[src/rtl/msq_pkg.sv]
// Shared types and helpers for the multi-channel sample sequencer.
// Holds the FSM encoding, the channel-index width and the next-enabled-channel search.
package msq_pkg;

  localparam int MAX_CH    = 16;
  localparam int MAX_IDX_W = 4;

  typedef enum logic [2:0] {
    ST_IDLE      = 3'd0,
    ST_START     = 3'd1,
    ST_WAIT_FIN  = 3'd2,
    ST_WAIT_IDLE = 3'd3,
    ST_DONE      = 3'd4
  } msq_state_e;

  typedef struct packed {
    logic                 none;
    logic [MAX_IDX_W-1:0] idx;
  } next_ch_t;

  function automatic int ch_idx_w(input int num_ch);
    int w;
    w = $clog2(num_ch);
    return (w < 32'sd1) ? 32'sd1 : w;
  endfunction

  // Lowest set bit strictly above cur; cur = -1 yields the first set bit.
  function automatic next_ch_t next_ch(input logic [MAX_CH-1:0] mask, input int cur);
    next_ch_t res;
    res.none = 1'b1;
    res.idx  = {MAX_IDX_W{1'b0}};
    for (int i = MAX_CH - 1; i >= 0; i--) begin
      if (mask[i] && (i > cur)) begin
        res.none = 1'b0;
        res.idx  = MAX_IDX_W'(i);
      end else begin
        res = res;
      end
    end
    return res;
  endfunction

endpackage

[src/rtl/msq_prio_sel.sv]
// Combinational priority finder: next enabled channel above a start index,
// or the first enabled channel when from_first is set.
module msq_prio_sel
  import msq_pkg::*;
#(
  parameter int NUM_CH = 4,
  parameter int IDX_W  = 2
) (
  input  logic [NUM_CH-1:0] mask,
  input  logic [IDX_W-1:0]  cur,
  input  logic              from_first,
  output logic [IDX_W-1:0]  idx,
  output logic              none
);

  next_ch_t res_s;
  int       cur_s;

  // Search the mask from the requested position
  always_comb begin
    if (from_first) begin
      cur_s = -32'sd1;
    end else begin
      cur_s = int'(cur);
    end
    res_s = next_ch(MAX_CH'(mask), cur_s);
    idx   = IDX_W'(res_s.idx);
    none  = res_s.none;
  end

endmodule

[src/rtl/multi_channel_sample_sequencer.sv]
// Time-multiplexes one start/idle/fin engine over NUM_CH channels and publishes
// every frame's results together; samples arriving while busy are counted as overruns.
module multi_channel_sample_sequencer
  import msq_pkg::*;
#(
  parameter int NUM_CH = 4,
  parameter int DATA_W = 32,
  parameter int OVR_W  = 16
) (
  input  logic                         CLK,
  input  logic                         RESET,
  input  logic                         sample_ready,
  input  logic [NUM_CH-1:0]            ch_enable,
  input  logic [NUM_CH*DATA_W-1:0]     ch_in,
  input  logic                         eng_idle,
  input  logic                         eng_fin,
  input  logic [DATA_W-1:0]            eng_result,
  output logic [DATA_W-1:0]            eng_sample,
  output logic                         eng_start,
  output logic [ch_idx_w(NUM_CH)-1:0]  eng_ch,
  output logic [NUM_CH*DATA_W-1:0]     ch_out,
  output logic                         frame_valid,
  output logic                         busy,
  output logic                         overrun,
  output logic [OVR_W-1:0]             overrun_cnt
);

  localparam int IDX_W = ch_idx_w(NUM_CH);

  msq_state_e        state_r;
  msq_state_e        state_nxt_s;
  logic [IDX_W-1:0]  cur_r;
  logic [IDX_W-1:0]  cur_nxt_s;
  logic [NUM_CH-1:0] mask_r;

  logic [DATA_W-1:0] in_a_s     [NUM_CH];
  logic [DATA_W-1:0] snap_r     [NUM_CH];
  logic [DATA_W-1:0] shadow_r   [NUM_CH];
  logic [DATA_W-1:0] out_r      [NUM_CH];
  logic [DATA_W-1:0] commit_s   [NUM_CH];

  logic              sel_first_s;
  logic [NUM_CH-1:0] sel_mask_s;
  logic [IDX_W-1:0]  sel_idx_s;
  logic              sel_none_s;
  logic              accept_s;
  logic              capture_s;
  logic              drop_s;
  logic [DATA_W-1:0] start_sample_s;

  for (genvar k = 0; k < NUM_CH; k++) begin : g_flat
    assign in_a_s[k]                   = ch_in[k*DATA_W +: DATA_W];
    assign ch_out[k*DATA_W +: DATA_W]  = out_r[k];
  end

  // In IDLE the finder looks at the live enable mask, afterwards at the latched one.
  msq_prio_sel #(
    .NUM_CH (NUM_CH),
    .IDX_W  (IDX_W)
  ) u_prio_sel (
    .mask       (sel_mask_s),
    .cur        (cur_r),
    .from_first (sel_first_s),
    .idx        (sel_idx_s),
    .none       (sel_none_s)
  );

  // Event decode and next-state logic
  always_comb begin
    sel_first_s = (state_r == ST_IDLE);
    sel_mask_s  = sel_first_s ? ch_enable : mask_r;
    accept_s    = sel_first_s && sample_ready && (ch_enable != {NUM_CH{1'b0}});
    drop_s      = sample_ready && !sel_first_s;
    capture_s   = (state_r == ST_WAIT_FIN) && eng_fin;
    state_nxt_s = state_r;
    cur_nxt_s   = cur_r;
    case (state_r)
      ST_IDLE: begin
        if (accept_s) begin
          state_nxt_s = ST_START;
          cur_nxt_s   = sel_idx_s;
        end else begin
          state_nxt_s = ST_IDLE;
        end
      end
      ST_START: begin
        state_nxt_s = ST_WAIT_FIN;
      end
      ST_WAIT_FIN: begin
        if (!eng_fin) begin
          state_nxt_s = ST_WAIT_FIN;
        end else if (!sel_none_s) begin
          state_nxt_s = ST_WAIT_IDLE;
          cur_nxt_s   = sel_idx_s;
        end else begin
          state_nxt_s = ST_DONE;
        end
      end
      ST_WAIT_IDLE: begin
        if (eng_idle) begin
          state_nxt_s = ST_START;
        end else begin
          state_nxt_s = ST_WAIT_IDLE;
        end
      end
      ST_DONE: begin
        state_nxt_s = ST_IDLE;
      end
      default: begin
        state_nxt_s = ST_IDLE;
        cur_nxt_s   = {IDX_W{1'b0}};
      end
    endcase
    // On acceptance the snapshot is not loaded yet, so read the live input.
    if (sel_first_s) begin
      start_sample_s = in_a_s[sel_idx_s];
    end else begin
      start_sample_s = snap_r[cur_nxt_s];
    end
  end

  // Frame commit values; the last result bypasses the shadow it is being written to
  always_comb begin
    for (int k = 0; k < NUM_CH; k++) begin
      if (!mask_r[k]) begin
        commit_s[k] = out_r[k];
      end else if (capture_s && (cur_r == IDX_W'(k))) begin
        commit_s[k] = eng_result;
      end else begin
        commit_s[k] = shadow_r[k];
      end
    end
  end

  // State, snapshot, shadow and committed-output registers
  always_ff @(posedge CLK) begin
    if (RESET) begin
      state_r <= ST_IDLE;
      cur_r   <= {IDX_W{1'b0}};
      mask_r  <= {NUM_CH{1'b0}};
      for (int k = 0; k < NUM_CH; k++) begin
        snap_r[k]   <= {DATA_W{1'b0}};
        shadow_r[k] <= {DATA_W{1'b0}};
        out_r[k]    <= {DATA_W{1'b0}};
      end
    end else begin
      state_r <= state_nxt_s;
      cur_r   <= cur_nxt_s;
      if (accept_s) begin
        mask_r <= ch_enable;
        for (int k = 0; k < NUM_CH; k++) begin
          snap_r[k] <= in_a_s[k];
        end
      end
      if (capture_s) begin
        shadow_r[cur_r] <= eng_result;
      end
      if (state_nxt_s == ST_DONE) begin
        for (int k = 0; k < NUM_CH; k++) begin
          out_r[k] <= commit_s[k];
        end
      end
    end
  end

  // Engine-facing and status outputs, registered from the next state
  always_ff @(posedge CLK) begin
    if (RESET) begin
      eng_start   <= 1'b0;
      eng_sample  <= {DATA_W{1'b0}};
      eng_ch      <= {IDX_W{1'b0}};
      frame_valid <= 1'b0;
      busy        <= 1'b0;
      overrun     <= 1'b0;
      overrun_cnt <= {OVR_W{1'b0}};
    end else begin
      eng_start   <= (state_nxt_s == ST_START);
      frame_valid <= (state_nxt_s == ST_DONE);
      busy        <= (state_nxt_s != ST_IDLE);
      overrun     <= drop_s;
      case (state_nxt_s)
        ST_START: begin
          eng_sample <= start_sample_s;
          eng_ch     <= cur_nxt_s;
        end
        ST_WAIT_FIN, ST_WAIT_IDLE: begin
          eng_sample <= eng_sample;
          eng_ch     <= eng_ch;
        end
        default: begin
          eng_sample <= {DATA_W{1'b0}};
          eng_ch     <= {IDX_W{1'b0}};
        end
      endcase
      if (drop_s && (overrun_cnt != {OVR_W{1'b1}})) begin
        overrun_cnt <= overrun_cnt + {{(OVR_W-1){1'b0}}, 1'b1};
      end
    end
  end

endmodule

[config.mk]
export PLATFORM = sky130hd
export DESIGN_NAME = multi_channel_sample_sequencer
export DESIGN_NICKNAME = d
export VERILOG_FILES = /design/src/rtl/msq_pkg.sv /design/src/rtl/msq_prio_sel.sv /design/src/rtl/multi_channel_sample_sequencer.sv
export SDC_FILE = /design/constraint.sdc
export NUM_CORES = 1
export LEC_CHECK = 0
export CAP_MARGIN = 10
export CORE_MARGIN = 2
export CORE_UTILIZATION = 57
export CTS_CLUSTER_SIZE = 12
export DETAILED_ROUTE_END_ITERATION = 16
export PLACE_DENSITY_LB_ADDON = 0.1
export SETUP_SLACK_MARGIN = 0.15
export SYNTH_ARGS = -nofsm -noshare
export SYNTH_HDL_FRONTEND = slang
export SYNTH_SLANG_ARGS = --single-unit
[constraint.sdc]
create_clock -name CLK -period 15.6 [get_ports CLK]
set_input_delay 3.12 -clock CLK [delete_from_list [all_inputs] [get_ports CLK]]
set_output_delay 3.12 -clock CLK [all_outputs]
set_load 0.02 [all_outputs]
==> impl_metrics.yaml <==
synth:
  synth-async-reset-ratio_pct: 0
  yosys.area.top_type_share_pct: 58.1
  syn_area_per_cell_um2: 11.6
  seq_area_frac_synth_pct: 64.4
  synth_edf_count: 384
  syn-num-nets: 1886
  synth_top_cell_by_area: "edfxtp_1"
  synth_warnings: 0
  yosys.cell_types.count: 65
  ys_ff_latch: 447
  ys_top_cells_by_area: "edfxtp_1, nand2_1, dfxtp_1, and2_1, a21oi_1"
  synth-main-ff-cell: "edfxtp_1"
  syn_inst: 1716
  syn_area_um2: 19900
drt:
  num_vias: 14600
  firstDrtPassIters: 8
  wirelength_um: 52300
  drt_iter0_markers: 1307
  vias_per_cell: 5.83
  drc: 0
  ant_nets: 0
  wire_per_inst_um: 20.9
flow_run:
  cap_viol_max_count: 0
global_routing:
  grt_pass1_wl_um: 79600
  track_usage_pct: 28.5
  antenna_found_initial: 6
  grt-ovfl-total: 0
  grt_max_degree: 128
  grt_pass1_vias: 14300
sta:
  fin_skew_ps: 12.2
  setup_viol: 0
  rsz0062_at_grt: "no"
  worst_slew_pin_slew_ps: 1160
  fin_crit_ps: 6780
  fin_crit_sh_pct: 43.4
  fmaxAchievable_mhz: 148
  finalHoldViolCount: 0
  max_slew_margin_pct: 22.6
  fin_setup_tns_ps: 0
  drv_slew: 0
floorplan:
  die_area_um2: 36300
  ios: 351
  row_count: 68
  initial_core_util_pct: 57.6
  coreArea_um2: 34500
  die_h_um: 191
  fp.dieW_um: 191
placement:
  io_buffer_count: 350
  dpl.cell_count: 2416
  dp_hpwl_um: 32300
  gp_congestion: 0.848
critical_path:
  critPathBufInv: 1
  required_ps: 16010
  crit_path_cell_trace: "clkdlybuf4s50_1 > or4_4 > a311oi_1 > a221o_2 > nand2_4 > a2111oi_1 > o31ai_1"
  path_class: "primary input to flip-flop"
  end_kind: "flip-flop"
  r2r_end: "eng_sample[24]"
  regToRegStartpoint: "state_r[1]"
  rr_worst_depth: 6
  critical_path.top_delay_family: "compound AO/OA/AOI/OAI gates"
  critical_path.max_stage_delay_ps: 990
  crit_arrival_ps: 7180
  crit_fanout: 65
  cp-start-kind: "primary input"
  slowest_stage: "a221o_2"
  reg2reg_slack_ps: 11700
pwr:
  p_leak_nw: 9.32
  peakVddDrop_v: 0.0000805
  p_per_area_nw_per_um2: 110
cells_and_area:
  seq_area_um2: 12800
  nFillCells: 2411
  multi_input_area_um2: 6420
  area_growth_pct: 25.8
  final_nets: 2178
  fin_cells: 2505
  drive_above_1_share_pct: 5.87
clock_tree:
  cts_buffer_depth: 3
  clock_latency_ps: 540
  cts_sinks: 447
  root_buffer: "clkbuf_16"
  ctsHoldBuffers: 0
  cts_tree: "yes"
  cts_resized: 0
  cts_buffers: 45
  clkSlewWorstSetupHoldPaths_ps: 60
  cts_setup_buffers: 0
  cts_max_level: 2
worst_hold_path:
  hold_end: "eng_sample[7]"
  hold_start: "eng_sample[7]"
  hold_depth: 2
  hold_path_class: "flip-flop to flip-flop"
status:
  status: "complete, no violations"
-- synthesized netlist by cell type, drive strengths merged, types with 2 or more instances --
cell type	n
mux2i	63
nand3	8
a211oi	32
and3	66
a32oi	2
a221oi	5
nor3	9
nand2b	5
o21a	3
o21ai	11
a2111oi	31
or2	2
inv	44
nand2	343
dfxtp	63
xnor2	3
o221ai	2
or4	2
a22oi	2
nor2b	6
or3	7
edfxtp	384
nand4	4
o211ai	4
a21oi	140
o31ai	32
a21o	4
clkbuf	109
a221o	33
buf	20
and4	2
nor2	90
xor2	6
o41ai	2
and2	162
-- cells in the final DEF, fill, tap and decap left out, drive strengths merged, types with 33 or more instances in the layout --
cell,Yosys,routed
clkdlybuf4s50,0,349
mux2i,63,63
and2,162,162
nand2,343,343
nor2,90,90
edfxtp,384,384
a21oi,140,140
a221o,33,33
and3,66,66
clkbuf,109,78
dfxtp,63,63
inv,44,46
-- area by class of cell --
cell class	instances	area share, %
flip-flops and latches	447	51.2
clock inverters	5	0.125
diodes	6	0.0601
multi-input cells	1096	25.7
inverters	44	0.661
clock buffers	78	5.24
repair buffers	374	14.7
well taps	455	2.28
-- through the flow --
stage	hold slack, ps	utilization, %	power, mW	worst slack, ps	area (µm²)
global placement	441	68.6	1.75	8620	23600
detailed placement	444	68.6	1.76	8380	23600
floorplan	437	-	1.60	8330	19900
global route	479	72.5	2.82	8630	25000
finish	454	72.5	2.74	8820	25000
CTS	459	72.4	2.74	8930	25000
-- state kept, by name (all words and copies together), names as in the netlist --
register     cells
busy             1
cur_r            2
eng_ch           2
eng_sample      32
eng_start        1
frame_valid      1
mask_r           4
out_r          128
overrun          1
overrun_cnt     16
shadow_r       128
snap_r         128
state_r          3
-- how the worst max path moves through the flow --
stage                      start              to  slack [ps]  cells past startpoint
CTS                 ch_enable[0]   eng_sample[5]        8930                      7
global route        ch_enable[0]  eng_sample[18]        8630                      7
finish              ch_enable[0]  eng_sample[24]        8820                      7
floorplan                  RESET    snap_r[0][0]        8330                      3
global placement    ch_enable[0]   eng_sample[8]        8620                      7
detailed placement  ch_enable[0]   eng_sample[8]        8380                      7
-- per-layer routing --
layer,GRT usage [%],share of wire (%),wire length (µm),up-vias
met5,0,0,0,-
met4,11.5,3.5,1830,0
met3,4.93,8.8,4610,112
met2,48.0,49,25800,730
met1,36.9,38,20100,6999
li1,-,-,-,6762
-- power by group --
part	total (mW)	internal (mW)	switching (mW)
Clock	0.999	0.568	0.431
Combinational	0.335	0.137	0.197
Sequential	1.40	1.37	0.0294
-- worst min-delay path, cell delays in order (launching register included) --
cell	delay (ps)
dfxtp_1	320
nand2_1	50
o31ai_1	50
-- cells by family after synthesis --
kind of cell	Yosys count	synth area share (%)
AND/OR/NAND/NOR	711	17.1
flip-flops	447	64.4
AO/OA/AOI/OAI	312	11.0
buffers and inverters	173	3.79
multiplexers	63	3.18
XOR/XNOR	9	0.397
adder cells (fa/ha/maj)	1	0.0630
Power figures use the tool's default switching activity.
